File: config.mk
export PLATFORM = sky130hd
export DESIGN_NAME = apb_xfer_sequencer
export DESIGN_NICKNAME = d
export VERILOG_FILES = /design/src/rtl/apb_xfer_sequencer.sv
export SDC_FILE = /design/constraint.sdc
export NUM_CORES = 1
export LEC_CHECK = 0
export CAP_MARGIN = 20
export CORE_MARGIN = 2
export CORE_UTILIZATION = 43
export CTS_BUF_LIST = sky130_fd_sc_hd__clkbuf_2 sky130_fd_sc_hd__clkbuf_4 sky130_fd_sc_hd__clkbuf_8
export CTS_CLUSTER_SIZE = 30
export DETAILED_ROUTE_END_ITERATION = 7
export GPL_TIMING_DRIVEN = 0
export PLACE_DENSITY = 0.91
export SLEW_MARGIN = 20
export SYNTH_ARGS = -nofsm -noshare
export SYNTH_HDL_FRONTEND = slang
export SYNTH_SLANG_ARGS = --single-unit
File: constraint.sdc
create_clock -name HCLK -period 5.6 [get_ports HCLK]
set_input_delay 1.4 -clock HCLK [delete_from_list [all_inputs] [get_ports HCLK]]
set_output_delay 1.4 -clock HCLK [all_outputs]
set_load 0.005 [all_outputs]
File: src/rtl/apb_xfer_sequencer.sv
// rtl/apb_xfer_sequencer.sv - round-robin APB4 master serialising single transfers from NUM_REQ requesters
// Optional watchdog on stalled ACCESS phases: define APB_SEQ_TIMEOUT_EN.
module apb_xfer_sequencer #(
  parameter int NUM_REQ        = 2,
  parameter int TIMEOUT_CYCLES = 16
) (
  input  logic                     HCLK,
  input  logic                     HRESETn,
  input  logic [NUM_REQ-1:0]       req_valid,
  input  logic [NUM_REQ-1:0][31:0] req_addr,
  input  logic [NUM_REQ-1:0][31:0] req_wdata,
  input  logic [NUM_REQ-1:0]       req_write,
  input  logic [NUM_REQ-1:0][3:0]  req_strb,
  output logic [NUM_REQ-1:0]       req_ready,
  output logic [NUM_REQ-1:0]       rsp_valid,
  output logic [31:0]              rsp_rdata,
  output logic                     rsp_err,
  output logic                     busy,
  output logic                     timeout,
  output logic [31:0]              PADDR,
  output logic [31:0]              PWDATA,
  output logic                     PWRITE,
  output logic [3:0]               PSTRB,
  output logic                     PSEL,
  output logic                     PENABLE,
  input  logic [31:0]              PRDATA,
  input  logic                     PREADY,
  input  logic                     PSLVERROR
);

  localparam int IDX_W = $clog2(NUM_REQ);

  typedef enum logic [1:0] {S_IDLE, S_SETUP, S_ACCESS} state_e;

  state_e             state_q, state_d;
  logic [IDX_W-1:0]   last_grant_q, last_grant_d;
  logic [IDX_W-1:0]   grant_idx;
  logic               grant_found;
  logic [31:0]        paddr_q, paddr_d;
  logic [31:0]        pwdata_q, pwdata_d;
  logic               pwrite_q, pwrite_d;
  logic [3:0]         pstrb_q, pstrb_d;
  logic               psel_q, psel_d;
  logic               penable_q, penable_d;
  logic [NUM_REQ-1:0] rsp_valid_q, rsp_valid_d;
  logic [31:0]        rsp_rdata_q, rsp_rdata_d;
  logic               rsp_err_q, rsp_err_d;
  logic               wdt_abort;

  // Search starts just after the previous owner so every requester is served within NUM_REQ grants.
  always_comb begin
    grant_found = 1'b0;
    grant_idx   = last_grant_q;
    for (int k = 1; k <= NUM_REQ; k++) begin
      if (!grant_found && req_valid[IDX_W'((int'(last_grant_q) + k) % NUM_REQ)]) begin
        grant_found = 1'b1;
        grant_idx   = IDX_W'((int'(last_grant_q) + k) % NUM_REQ);
      end
    end
  end

  always_ff @(posedge HCLK or negedge HRESETn) begin
    if (!HRESETn) begin
      state_q <= S_IDLE;
    end else begin
      state_q <= state_d;
    end
  end

  always_comb begin
    state_d = state_q;
    case (state_q)
      S_IDLE:   if (grant_found) state_d = S_SETUP;
      S_SETUP:  state_d = S_ACCESS;
      S_ACCESS: if (PREADY || wdt_abort) state_d = S_IDLE;
      default:  state_d = S_IDLE;
    endcase
  end

  always_comb begin
    req_ready    = '0;
    paddr_d      = paddr_q;
    pwdata_d     = pwdata_q;
    pwrite_d     = pwrite_q;
    pstrb_d      = pstrb_q;
    psel_d       = psel_q;
    penable_d    = penable_q;
    last_grant_d = last_grant_q;
    rsp_valid_d  = '0;
    rsp_rdata_d  = rsp_rdata_q;
    rsp_err_d    = rsp_err_q;
    case (state_q)
      S_IDLE: begin
        if (grant_found) begin
          req_ready[grant_idx] = 1'b1;
          paddr_d      = req_addr[grant_idx];
          pwdata_d     = req_wdata[grant_idx];
          pwrite_d     = req_write[grant_idx];
          pstrb_d      = req_write[grant_idx] ? req_strb[grant_idx] : 4'h0;
          psel_d       = 1'b1;
          penable_d    = 1'b0;
          last_grant_d = grant_idx;
        end
      end
      S_SETUP: penable_d = 1'b1;
      S_ACCESS: begin
        // A slave response in the same cycle as the watchdog limit takes precedence.
        if (PREADY || wdt_abort) begin
          rsp_valid_d[last_grant_q] = 1'b1;
          rsp_err_d   = PREADY ? PSLVERROR : 1'b1;
          rsp_rdata_d = (PREADY && !pwrite_q) ? PRDATA : 32'h0;
          paddr_d     = 32'h0;
          pwdata_d    = 32'h0;
          pwrite_d    = 1'b0;
          pstrb_d     = 4'h0;
          psel_d      = 1'b0;
          penable_d   = 1'b0;
        end
      end
      default: ;
    endcase
  end

  always_ff @(posedge HCLK or negedge HRESETn) begin
    if (!HRESETn) begin
      paddr_q      <= 32'h0;
      pwdata_q     <= 32'h0;
      pwrite_q     <= 1'b0;
      pstrb_q      <= 4'h0;
      psel_q       <= 1'b0;
      penable_q    <= 1'b0;
      last_grant_q <= IDX_W'(NUM_REQ - 1);
      rsp_valid_q  <= '0;
      rsp_rdata_q  <= 32'h0;
      rsp_err_q    <= 1'b0;
    end else begin
      paddr_q      <= paddr_d;
      pwdata_q     <= pwdata_d;
      pwrite_q     <= pwrite_d;
      pstrb_q      <= pstrb_d;
      psel_q       <= psel_d;
      penable_q    <= penable_d;
      last_grant_q <= last_grant_d;
      rsp_valid_q  <= rsp_valid_d;
      rsp_rdata_q  <= rsp_rdata_d;
      rsp_err_q    <= rsp_err_d;
    end
  end

`ifdef APB_SEQ_TIMEOUT_EN
  localparam logic [7:0] WDT_LIMIT = 8'(TIMEOUT_CYCLES);

  logic [7:0] wdt_cnt_q;
  logic       timeout_q;

  assign wdt_abort = (state_q == S_ACCESS) && !PREADY && (wdt_cnt_q == WDT_LIMIT);

  // Counts ACCESS cycles with PREADY low; cleared while in SETUP so each ACCESS starts at zero.
  always_ff @(posedge HCLK or negedge HRESETn) begin
    if (!HRESETn) begin
      wdt_cnt_q <= 8'h0;
      timeout_q <= 1'b0;
    end else begin
      timeout_q <= wdt_abort;
      if (state_q == S_SETUP) begin
        wdt_cnt_q <= 8'h0;
      end else if ((state_q == S_ACCESS) && !PREADY && !wdt_abort) begin
        wdt_cnt_q <= wdt_cnt_q + 8'd1;
      end
    end
  end

  assign timeout = timeout_q;
`else
  assign wdt_abort = 1'b0;
  assign timeout   = 1'b0;
`endif

  assign PADDR     = paddr_q;
  assign PWDATA    = pwdata_q;
  assign PWRITE    = pwrite_q;
  assign PSTRB     = pstrb_q;
  assign PSEL      = psel_q;
  assign PENABLE   = penable_q;
  assign rsp_valid = rsp_valid_q;
  assign rsp_rdata = rsp_rdata_q;
  assign rsp_err   = rsp_err_q;
  assign busy      = (state_q != S_IDLE);

endmodule

After elaboration in Yosys (flattened, before gate mapping)

Cells that the tools add are included.

Flip-flop bits (word level): 109
Latch bits: 0
RAM bits: 0
Bits in read-only memories: 0
Input port bits: 176
Output and inout port bits: 110
Logic and storage cells: 82
Memories kept: 0

Add/subtract/negate cells: 2
$mul: 0
Div/mod/pow operators: 0
Order comparisons: 6
Equal/unequal tests: 4
Shift operators: 0
Mux-type cells: 44
Bitwise logic cells: 0
Reduce and logical (&&, ||, !) cells: 15

Operators with widths:

| kind                                                | number |
|---|---|
| two-way mux 32 bit                                  | 8 |
| one-hot mux 32 bit (2 select lines)                 | 2 |
| two-way mux 4 bit                                   | 5 |
| two-way mux 1 bit                                   | 16 |
| two-way mux 2 bit                                   | 6 |
| one-hot mux 4 bit (2 select lines)                  | 1 |
| < comparator 1 x 3 -> 1 bit (second input constant) | 2 |
| one-hot mux 2 bit (3 select lines)                  | 1 |
| AND reduction 2 bit                                 | 3 |
| AND reduction 3 bit                                 | 2 |
| logical AND 1 bit                                   | 4 |
| < comparator 1 x 2 -> 1 bit (second input constant) | 2 |
| != test 2 bit (second input constant)               | 2 |
| one-hot mux 1 bit (2 select lines)                  | 2 |
| nonzero test 2 bit                                  | 2 |
| one-hot mux 1 bit (3 select lines)                  | 1 |
| nonzero test 3 bit                                  | 1 |
| adder 1 bit (second input constant)                 | 2 |
| demux 1 bit (select 1 bit)                          | 2 |
| == test 2 x 1 -> 1 bit (second input constant)      | 1 |
| == test 2 bit (second input constant)               | 1 |
| >= comparator 1 bit (second input constant)         | 2 |
| zero test 1 bit                                     | 2 |
| zero test 2 bit                                     | 1 |

Logic depth before layout (Yosys ltp)

Depth in word-level cells: 14
Mapped depth: 7

Least setup slack after synthesis

No wires, ideal clock.

Path kind: in2out
Start point: in req_valid[0]
End point: out req_ready[0]
Data arrival time: 1.662 ns
Data required time: 4.200 ns
Slack: 2.538 ns
Stages: 3
Cells stage by stage: ha_1 -> inv_1 -> nor2_1

Cells in the longest elaborated chain, start to end: 12

Ends and longest elaborated chain:

| what                                                                                            | line | RTL |
|---|---|---|
| start, declared                                                                                 | 9    | `input logic [NUM_REQ-1:0] req_valid,` |
| two-way mux 1 bit (not written as such) (2 in a row)                                            | 55   | `if (!grant_found && req_valid[IDX_W'((int'(last_grant_q) + k) % NUM_REQ)]) begin` |
| two-way mux 1 bit                                                                               | 55   |  |
| zero test 1 bit                                                                                 | 55   |  |
| logical AND 1 bit                                                                               | 55   |  |
| two-way mux 1 bit                                                                               | 55   |  |
| < comparator 1 x 2 -> 1 bit (not written as such) / >= comparator 1 bit (equally long branches) | 95   | `req_ready[grant_idx] = 1'b1;` |
| logical AND 1 bit (not written as such)                                                         | 95   |  |
| two-way mux 1 bit (not written as such)                                                         | 95   |  |
| demux 1 bit (select 1 bit)                                                                      | 95   |  |
| two-way mux 2 bit (*)                                                                           | 94   | `if (grant_found) begin` |
| two-way mux 2 bit (*)                                                                           | 92   | `case (state_q)` |
| end, declared                                                                                   | 14   | `output logic [NUM_REQ-1:0] req_ready,` |

Every way passes the cells marked *; elsewhere a longest branch is shown, timed or not. The select of a mux whose other input is x is not followed.

Worst setup path in the final report

Start point: in req_valid[0]
End point: out req_ready[1]

Same word-level chain as after synthesis.

==> flow_summary.json <==
{
  "outcome": "complete, no violations",
  "relSlewSlack_pct": 50.42,
  "synth_warnings": 0,
  "worst_pin_slew_ns": 0.7436,
  "nNetsFinal": 926,
  "syn_avg_cell_area_sq_um": 11.00,
  "root_buffer": "clkbuf_8",
  "cts_buffers": 9,
  "yosysTopAreaCell": "dfrtp_1",
  "die-area_sq_um": 12470,
  "ys_seq_elements": 109,
  "postRouteAntennaNets": 0,
  "synth.area.top_cells": "dfrtp_1, mux2i_1, o21ai_0",
  "grt-ovfl-total": 0,
  "antenna_found_initial": 0,
  "cts_setup_buffers": 0,
  "ctsLongestPathBuffers": 2,
  "multiInputGateArea_sq_um": 1997,
  "period_needed_ns": 4.185,
  "clk_pin_slew_ns": 0.09,
  "instances_no_fill": 896,
  "end_kind": "output pin",
  "setup_slack_ns": 1.415,
  "initial_utilization_pct": 43.83,
  "clock_latency_ns": 0.36,
  "ioPinCount": 286,
  "drive_gt1_share_pct": 6.375,
  "hold_slack_ns": 0.4915,
  "fmax_mhz": 239.0,
  "vias": 4770,
  "cp.required_ns": 4.20,
  "syn-num-nets": 631,
  "drv_slew": 0,
  "final_area_sq_um": 8234,
  "start_kind": "input port",
  "cts_resized": 0,
  "design.core.area_sq_um": 11370,
  "rows": 39,
  "drt_wl_total_mm": 16.23,
  "path_max_fanout": 4,
  "port_buffers": 283,
  "die_h_um": 111.7,
  "drtPass1Iterations": 4,
  "regArea_sq_um": 2729,
  "place_worst_setup_slack_ns": 1.422,
  "die_w_um": 111.7,
  "hp-class": "register to register",
  "synth_area_sq_um": 4984,
  "grt_pass1_vias": 5048,
  "rsz0062_at_grt": "false",
  "synthCells": 453,
  "setup_tns_ns": 0,
  "n_fill_cell": 804,
  "first_iter_violations": 326,
  "grtUsageTotal_pct": 26.02,
  "h-tree-depth": 3,
  "gp_congestion": 0.8431,
  "skew_ns": 0.01225,
  "hold_buffers": 0,
  "arrival_ns": 2.78,
  "drc": 0,
  "diodes": 0,
  "numClockSinks": 109,
  "dpl.hpwl_mm": 12.70,
  "power_leakage_nw": 3.581,
  "vdd_ir_drop_max_v": 0.0002628,
  "grt_pass1_wl_mm": 25.99,
  "post-route-period-util_pct": 74.73,
  "path_class": "input port to output pin",
  "vias_per_cell": 5.324,
  "dp.cells": 880,
  "setup_viol": 0,
  "grt_start_max_net_pins": 75,
  "routedWlPerCell_um": 18.11,
  "area_growth_pct": 65.23,
  "max-cap-violations": 0,
  "ys_seq_area_share_pct": 54.76,
  "synth_top_area_share_pct": 54.23,
  "place_area_sq_um": 8024,
  "cts_tree": "built",
  "p_per_area_nw_per_um2": 465.4,
  "ys_types": 26,
  "hold_viol_final": 0
}
==> placed cells by master, fill, tap and decap left out <==
cell type / instances
buf_2: 14
conb_1: 1
bufinv_16: 1
dfstp_2: 1
nand2b_1: 2
o21ai_1: 1
buf_16: 1
nand3b_1: 1
clkdlybuf4s50_1: 282
a22o_1: 1
nand2_1: 69
clkbuf_1: 20
buf_4: 1
nor2b_1: 1
clkbuf_8: 11
o21ai_0: 71
clkinvlp_4: 2
buf_6: 8
mux2i_1: 69
or2_1: 1
clkinv_4: 1
buf_1: 1
nor2_1: 4
dfrtp_1: 108
mux2_2: 2
or2_2: 1
inv_1: 6
o2bb2ai_1: 31
o31ai_2: 3
o31ai_1: 34
ha_1: 2
clkinv_2: 1
or3b_2: 1
==> Yosys cell counts <==
library cell	instances
mux2_2	2
or2_2	1
o31ai_2	3
or2_1	1
buf_6	7
o2bb2ai_1	31
or3b_2	1
nand2b_1	2
nand2_1	69
buf_2	14
dfrtp_1	108
clkbuf_1	20
nand3b_1	1
o21ai_0	71
nor2_1	4
o31ai_1	34
a22o_1	1
mux2i_1	69
conb_1	1
buf_1	1
o21ai_1	1
dfstp_2	1
inv_1	6
nor2b_1	1
buf_4	1
ha_1	2
==> final timing paths <==
path	start	endpoint	slack [ns]	cells after the start
max	req_valid[0]	req_ready[1]	1.42	5
min	PSEL	PSEL	0.49	2
max reg2reg	last_grant_q	PWDATA[6]	3.33	7
min reg2reg	PSEL	PSEL	0.49	2
max in group asynchronous	HRESETn	PWDATA[4]	4.01	2
min in group asynchronous	HRESETn	rsp_rdata[9]	0.91	1
==> metrics by stage <==
stage	util [%]	total power [mW]
2_1_floorplan	-	2.223
3_3_place_gp	70.32	3.264
3_5_place_dp	70.57	3.354
4_1_cts	72.42	3.855
5_1_grt	72.42	4.071
6_report	72.42	3.832
==> power by group <==
group          leakage (nW)  internal, mW  switching, mW  total (mW)
Clock                 0.102         0.232          0.264       0.496
Combinational          2.10          1.11          0.889        2.00
Sequential             1.38          1.13          0.204        1.33
==> critical path: stages <==
cell	delay, ns
clkdlybuf4s50_1	0.54
ha_1	0.17
inv_1	0.03
nor2_1	0.13
clkdlybuf4s50_1	0.51
==> final cells by class <==
type / instances / area share [%]
clock inverters: 5 / 0.7142
multi-input cells: 295 / 24.25
inverters: 6 / 0.2735
plain buffers: 43 / 2.857
well taps: 143 / 2.173
repair buffers: 284 / 34.75
flip-flops and latches: 109 / 33.14
clock buffers: 11 / 1.839
==> metal layers <==
layer,GRT usage (%),wire length (um)
met1,31.14,6208
met2,46.06,8454
met3,5.934,1217
met4,9.218,347
met5,0,0
==> state kept, by name (all words and copies together), names as in the netlist <==
register / count
last_grant_q: 1
PSTRB: 4
rsp_rdata: 32
PSEL: 1
state_q: 2
rsp_valid: 2
PWRITE: 1
PADDR: 32
rsp_err: 1
PENABLE: 1
PWDATA: 32
==> kinds of logic after synthesis <==
| logic type | after synthesis | synth area share [%] |
|---|---|---|
| other cells | 1 | 0.07525 |
| buf+inv | 49 | 5.172 |
| fa+ha+maj | 2 | 0.5021 |
| mux | 71 | 14.31 |
| compound gates | 141 | 18.73 |
| flops | 109 | 54.76 |
| simple gates | 80 | 6.453 |
Note: power is estimated with default switching activity, not from simulation.
